[src/rtl/lag_pl_credit_return.sv]
// Per-lane input FIFOs with credit return for a shared link.
// Ports: clk, rst_n; flit_in/flits_valid write strobe; pl_deq pops;
//   flit_out/pl_valid/pl_occupancy per lane; channel_cntrl_out credit
//   pulses; protocol_err sticky error flag.
module lag_pl_credit_return #(
    parameter int num_pls           = 4,
    parameter int buf_depth         = 4,
    parameter int flit_width        = 16,
    parameter bit registered_credit = 1'b1,
    parameter int counter_bits      = $clog2(buf_depth + 1)
) (
    input  logic                              clk,
    input  logic                              rst_n,
    input  logic [flit_width-1:0]             flit_in,
    input  logic [num_pls-1:0]                flits_valid,
    input  logic [num_pls-1:0]                pl_deq,
    output logic [num_pls*flit_width-1:0]     flit_out,
    output logic [num_pls-1:0]                pl_valid,
    output logic [num_pls*counter_bits-1:0]   pl_occupancy,
    output logic [num_pls-1:0]                channel_cntrl_out,
    output logic                              protocol_err
);

    localparam int pw = (buf_depth > 1) ? $clog2(buf_depth) : 1;

    logic [flit_width-1:0]   mem [num_pls][buf_depth];
    logic [pw-1:0]           rd_ptr [num_pls];
    logic [pw-1:0]           wr_ptr [num_pls];
    logic [counter_bits-1:0] occ [num_pls];

    logic [num_pls-1:0] wr;
    logic [num_pls-1:0] full;
    logic [num_pls-1:0] deq_ok;
    logic [num_pls-1:0] wr_ok;
    logic               multi_wr;
    logic               err_now;
    logic               err_q;

    // Pointers wrap explicitly so non-power-of-two depths work.
    function automatic logic [pw-1:0] inc(input logic [pw-1:0] p);
        return (p == pw'(buf_depth - 1)) ? '0 : p + 1'b1;
    endfunction

    assign multi_wr = ($countones(flits_valid) > 1);
    assign wr       = multi_wr ? '0 : flits_valid;

    always_comb begin
        pl_valid     = '0;
        full         = '0;
        flit_out     = '0;
        pl_occupancy = '0;
        for (int i = 0; i < num_pls; i++) begin
            pl_valid[i] = (occ[i] != '0);
            full[i]     = (occ[i] == counter_bits'(buf_depth));
            flit_out[i*flit_width +: flit_width]       = mem[i][rd_ptr[i]];
            pl_occupancy[i*counter_bits +: counter_bits] = occ[i];
        end
    end

    // No fall-through: a dequeue only counts against a stored flit.
    assign deq_ok = pl_deq & pl_valid;
    // A full lane still accepts a write when its head leaves this cycle.
    assign wr_ok  = wr & (~full | deq_ok);

    assign err_now = multi_wr
                   | (|(pl_deq & ~pl_valid))
                   | (|(wr & full & ~deq_ok));

    always_ff @(posedge clk) begin
        for (int i = 0; i < num_pls; i++) begin
            if (wr_ok[i]) begin
                mem[i][wr_ptr[i]] <= flit_in;
            end
        end
    end

    always_ff @(posedge clk or negedge rst_n) begin
        if (!rst_n) begin
            for (int i = 0; i < num_pls; i++) begin
                rd_ptr[i] <= '0;
                wr_ptr[i] <= '0;
                occ[i]    <= '0;
            end
            err_q <= 1'b0;
        end else begin
            for (int i = 0; i < num_pls; i++) begin
                if (wr_ok[i]) begin
                    wr_ptr[i] <= inc(wr_ptr[i]);
                end
                if (deq_ok[i]) begin
                    rd_ptr[i] <= inc(rd_ptr[i]);
                end
                unique case ({wr_ok[i], deq_ok[i]})
                    2'b10:   occ[i] <= occ[i] + counter_bits'(1);
                    2'b01:   occ[i] <= occ[i] - counter_bits'(1);
                    default: occ[i] <= occ[i];
                endcase
            end
            err_q <= err_q | err_now;
        end
    end

    assign protocol_err = err_q;

    generate
        if (registered_credit) begin : g_reg_credit
            logic [num_pls-1:0] cr_q;
            // Reset drops any credit still waiting to be sent.
            always_ff @(posedge clk or negedge rst_n) begin
                if (!rst_n) begin
                    cr_q <= '0;
                end else begin
                    cr_q <= deq_ok;
                end
            end
            assign channel_cntrl_out = cr_q;
        end else begin : g_comb_credit
            assign channel_cntrl_out = deq_ok;
        end
    endgenerate

endmodule

[config.mk]
export PLATFORM = sky130hd
export DESIGN_NAME = lag_pl_credit_return
export DESIGN_NICKNAME = d
export VERILOG_FILES = /design/src/rtl/lag_pl_credit_return.sv
export SDC_FILE = /design/constraint.sdc
export NUM_CORES = 1
export LEC_CHECK = 0
export BUFFER_PORTS_ARGS = -buffer_cell sky130_fd_sc_hd__buf_2
export CAP_MARGIN = 20
export CORE_ASPECT_RATIO = 0.75
export CORE_MARGIN = 3
export CORE_UTILIZATION = 29
export DETAILED_ROUTE_END_ITERATION = 10
export GPL_TIMING_DRIVEN = 0
export PLACE_DENSITY_LB_ADDON = 0.05
export SLEW_MARGIN = 20
export SYNTH_ARGS = -nofsm -noshare
export SYNTH_HDL_FRONTEND = slang
export SYNTH_SLANG_ARGS = --single-unit
[constraint.sdc]
create_clock -name clk -period 6.95 [get_ports clk]
set_input_delay 0.3475 -clock clk [delete_from_list [all_inputs] [get_ports clk]]
set_output_delay 0.3475 -clock clk [all_outputs]
set_load 0.03 [all_outputs]
==> flow_summary.yaml <==
status:
  status: "complete, no violations"
global_routing:
  antenna_found_initial: 1
  grt_max_degree: 34
  grtUsageMet3_pct: 2.85
  grtUsageMet2_pct: 19.1
  grt_pass1_vias: 6046
  grtUsageMet1_pct: 16.9
  grt.total_usage_pct: 12.1
  top_usage_layer: "met2"
  overflow: 0
  grt_pass1_wl_um: 36900
worst_setup_path:
  worst-path-buf-inv: 3
  reg2reg_to: "pl_occupancy[11]"
  cpMostUsedCell: "clkbuf_1"
  crit_type: "reg -> out"
  path_max_fanout: 10
  reg2reg_slack_ns: 4.44
  cp.arrival_ns: 2.60
  rr_worst_depth: 10
  critical_path.cell_chain: "clkbuf_1 > clkbuf_1 > mux4_2 > buf_2"
  worstPathRequired_ns: 6.60
  worstSetupEndpoint: "flit_out[59]"
  critical_path_cell_count: 4
  path_delay_family: "buffers and inverters"
  r2r-start: "pl_occupancy[9]"
  cpPeakStageDelay_ns: 0.59
  end_kind: "primary output"
  cp-start-kind: "register"
  startpoint: "rd_ptr[1]"
  slowest_stage: "clkbuf_1"
sta:
  period_minus_slack_ns: 2.95
  tightest_slew_ns: 0.972
  hold_violations: 0
  finalSetupViolCount: 0
  setup_slack_ns: 4.00
  drv_slew: 0
  min_period_over_period_pct: 42.4
  fin_setup_tns_ns: 0
  skew_ns: 0.0127
  max_slew_margin_pct: 35.2
  rsz0062_at_grt: "no"
  max_freq_mhz: 340
placement:
  port-buffer-count: 110
  dpl.hpwl_um: 16000
  pre_cts_slack_ns: 3.68
  dpl_cell_area_mm2: 0.0124
  place_inst: 1141
  place.gp.congestion: 0.769
cells_and_area:
  instances_no_fill: 1196
  area_growth_pct: 18.8
  drive_above_1_share_pct: 34.1
  final_nets: 725
  antenna_cells: 0
  final_cell_area_mm2: 0.0133
synthesis:
  synth_cell_type_count: 34
  synth-main-ff-cell: "edfxtp_1"
  synth_top_area_cell: "edfxtp_1"
  netlist_instances: 527
  synth.top_cells.by_area: "edfxtp_1 (68%), mux4_2 (13%), dfrtp_1 (7.3%)"
  synth_edf_count: 256
  yosysMostFrequentCell: "edfxtp_1"
  synth_nets: 582
  yosys_warnings: 0
  ys_ff_latch: 289
  async_reset_ff_share_pct: 11.4
  avgSynthCellArea_um2: 21.3
  yosysTopAreaCellShare_pct: 68.4
  synthesis.area_mm2: 0.0112
  synth_commonest_cells: "edfxtp_1 (256), mux4_2 (64), inv_1 (37), dfrtp_1 (33), ha_1 (24)"
  synth_seq_area_share_pct: 75.8
detailed_routing:
  ant_nets: 0
  dr_total_vias: 5309
  wirelength_um: 24400
  viasPerCell: 4.44
  drt-initial-drc-count: 229
  wl_per_cell_um: 20.4
  drtPass1Iterations: 4
  drc: 0
pwr:
  powerDensity_mw_per_mm2: 428
  intPower_w: 0.00372
  pwr-share-seq_pct: 38.9
  p_comb_share_pct: 34.5
  p_clk_share_pct: 26.6
  ir_drop_uv: 207
  total_power_w: 0.00572
  p_sw_w: 0.00199
  power_leakage_nw: 4.72
  sw_frac_of_total_pct: 34.9
die:
  ios: 111
  die_height_um: 176
  fp-row-count: 61
  coreArea_mm2: 0.0376
  initial_core_util_pct: 29.9
  dieArea_mm2: 0.0412
  die_width_um: 233
flow_run:
  drv_cap: 0
clock_network:
  cts_sinks: 289
  cts_buffers: 30
  clk_pin_slew_worst_paths_ns: 0.06
  cts_tree: "done"
  h-tree-depth: 1
  insertion_delay_ns: 0.55
  clockBufferDepth: 3
  root_buffer: "clkbuf_16"
min_path:
  hold_path.class: "in -> reg"
[metal layers]
metal  share of wire, %  up-vias  routed length [um]
met4                2.1        2                 511
met5              0.029        -                   7
met1                 46     2804               11200
met3                4.7       35                1140
met2                 47      106               11500
li1                   -     2362                   -
[final cells by class]
| cell class | count | area (um2) |
|---|---|---|
| buffer | 19 | 96.3 |
| clock buffer | 44 | 825 |
| clock inverter | 10 | 93.8 |
| fill | 3555 | 24300 |
| inverter | 37 | 139 |
| multi-input combinational | 182 | 2490 |
| sequential | 289 | 8510 |
| tap | 504 | 631 |
| timing repair buffer | 111 | 561 |
[flip-flops by register name (all words and copies together), names as in the netlist]
signal / flops
protocol_err: 1
wr_ptr: 8
channel_cntrl_out: 4
mem: 256
pl_occupancy: 12
rd_ptr: 8
[kinds of logic after synthesis]
group / count (synthesis) / synth area share, %
compound gates: 12 / 0.746
xor+xnor: 12 / 0.935
fa+ha+maj: 29 / 3.56
buf+inv: 56 / 2.09
flops: 289 / 75.8
mux: 79 / 14.4
simple gates: 50 / 2.46
[worst min path at each step]
stage / startpoint / to / slack (ns) / cells after the start
detailed placement: pl_occupancy[11] / pl_occupancy[11] / 0.50 / 1
global placement: pl_occupancy[11] / pl_occupancy[11] / 0.49 / 1
floorplan: rst_n / channel_cntrl_out[0] / 0.05 / 0
finish: pl_deq[0] / protocol_err / 0.1 / 3
CTS: pl_deq[0] / protocol_err / 0.05 / 3
global route: pl_deq[0] / protocol_err / 0.08 / 3
[power groups by stage]
stage / sequential, W / clock (W) / combinational, W
2_1_floorplan: 0.00231 / 0 / 0.00136
3_3_place_gp: 0.00224 / 0 / 0.00199
3_5_place_dp: 0.00226 / 0 / 0.00203
4_1_cts: 0.00222 / 0.00158 / 0.00203
5_1_grt: 0.00224 / 0.00166 / 0.00214
6_report: 0.00222 / 0.00152 / 0.00197
[layout by cell type (no fill, tap or decap), types with 4 or more instances in the layout]
cell       Yosys  routed
edfxtp_1     256     256
buf_2          8     118
mux4_2        64      64
inv_1         37      37
dfrtp_1       33      33
clkbuf_16      0      31
ha_1          24      24
clkbuf_1       9      22
and2_1        12      12
nor2_1        10      10
mux2_2         8       8
nand2_1        7       7
xor2_1         7       7
nor3_1         5       5
xnor2_1        5       5
fa_1           5       5
clkinv_1       0       5
and2_2         4       4
a21o_1         4       4
mux2_4         4       4
[stage by stage]
stage | hold WS [ns] | utilization [%]
2_1_floorplan | 0.0519 | -
3_3_place_gp | 0.487 | 33.0
3_5_place_dp | 0.497 | 33.0
4_1_cts | 0.0532 | 35.5
5_1_grt | 0.0757 | 35.5
6_report | 0.0959 | 35.5
[worst register-to-register path: stages (launching register included)]
cell     delay (ns)
dfrtp_1        0.42
or4b_1         0.57
and3_1         0.22
buf_6          0.14
inv_1          0.05
ha_1           0.17
inv_1          0.06
fa_1           0.38
xor2_1         0.15
nor2_1         0.12
xor2_1         0.16
[what timing repair did]
item | 4_1_cts | 5_1_grt
hold buffers | 1 | 0
buffers inserted | 0 | 0
setup endpoints to repair | 0 | 0
resized for setup | 0 | 0
endpoints found under the hold margin | 33 | 0
(Power assumes the default switching activity.)
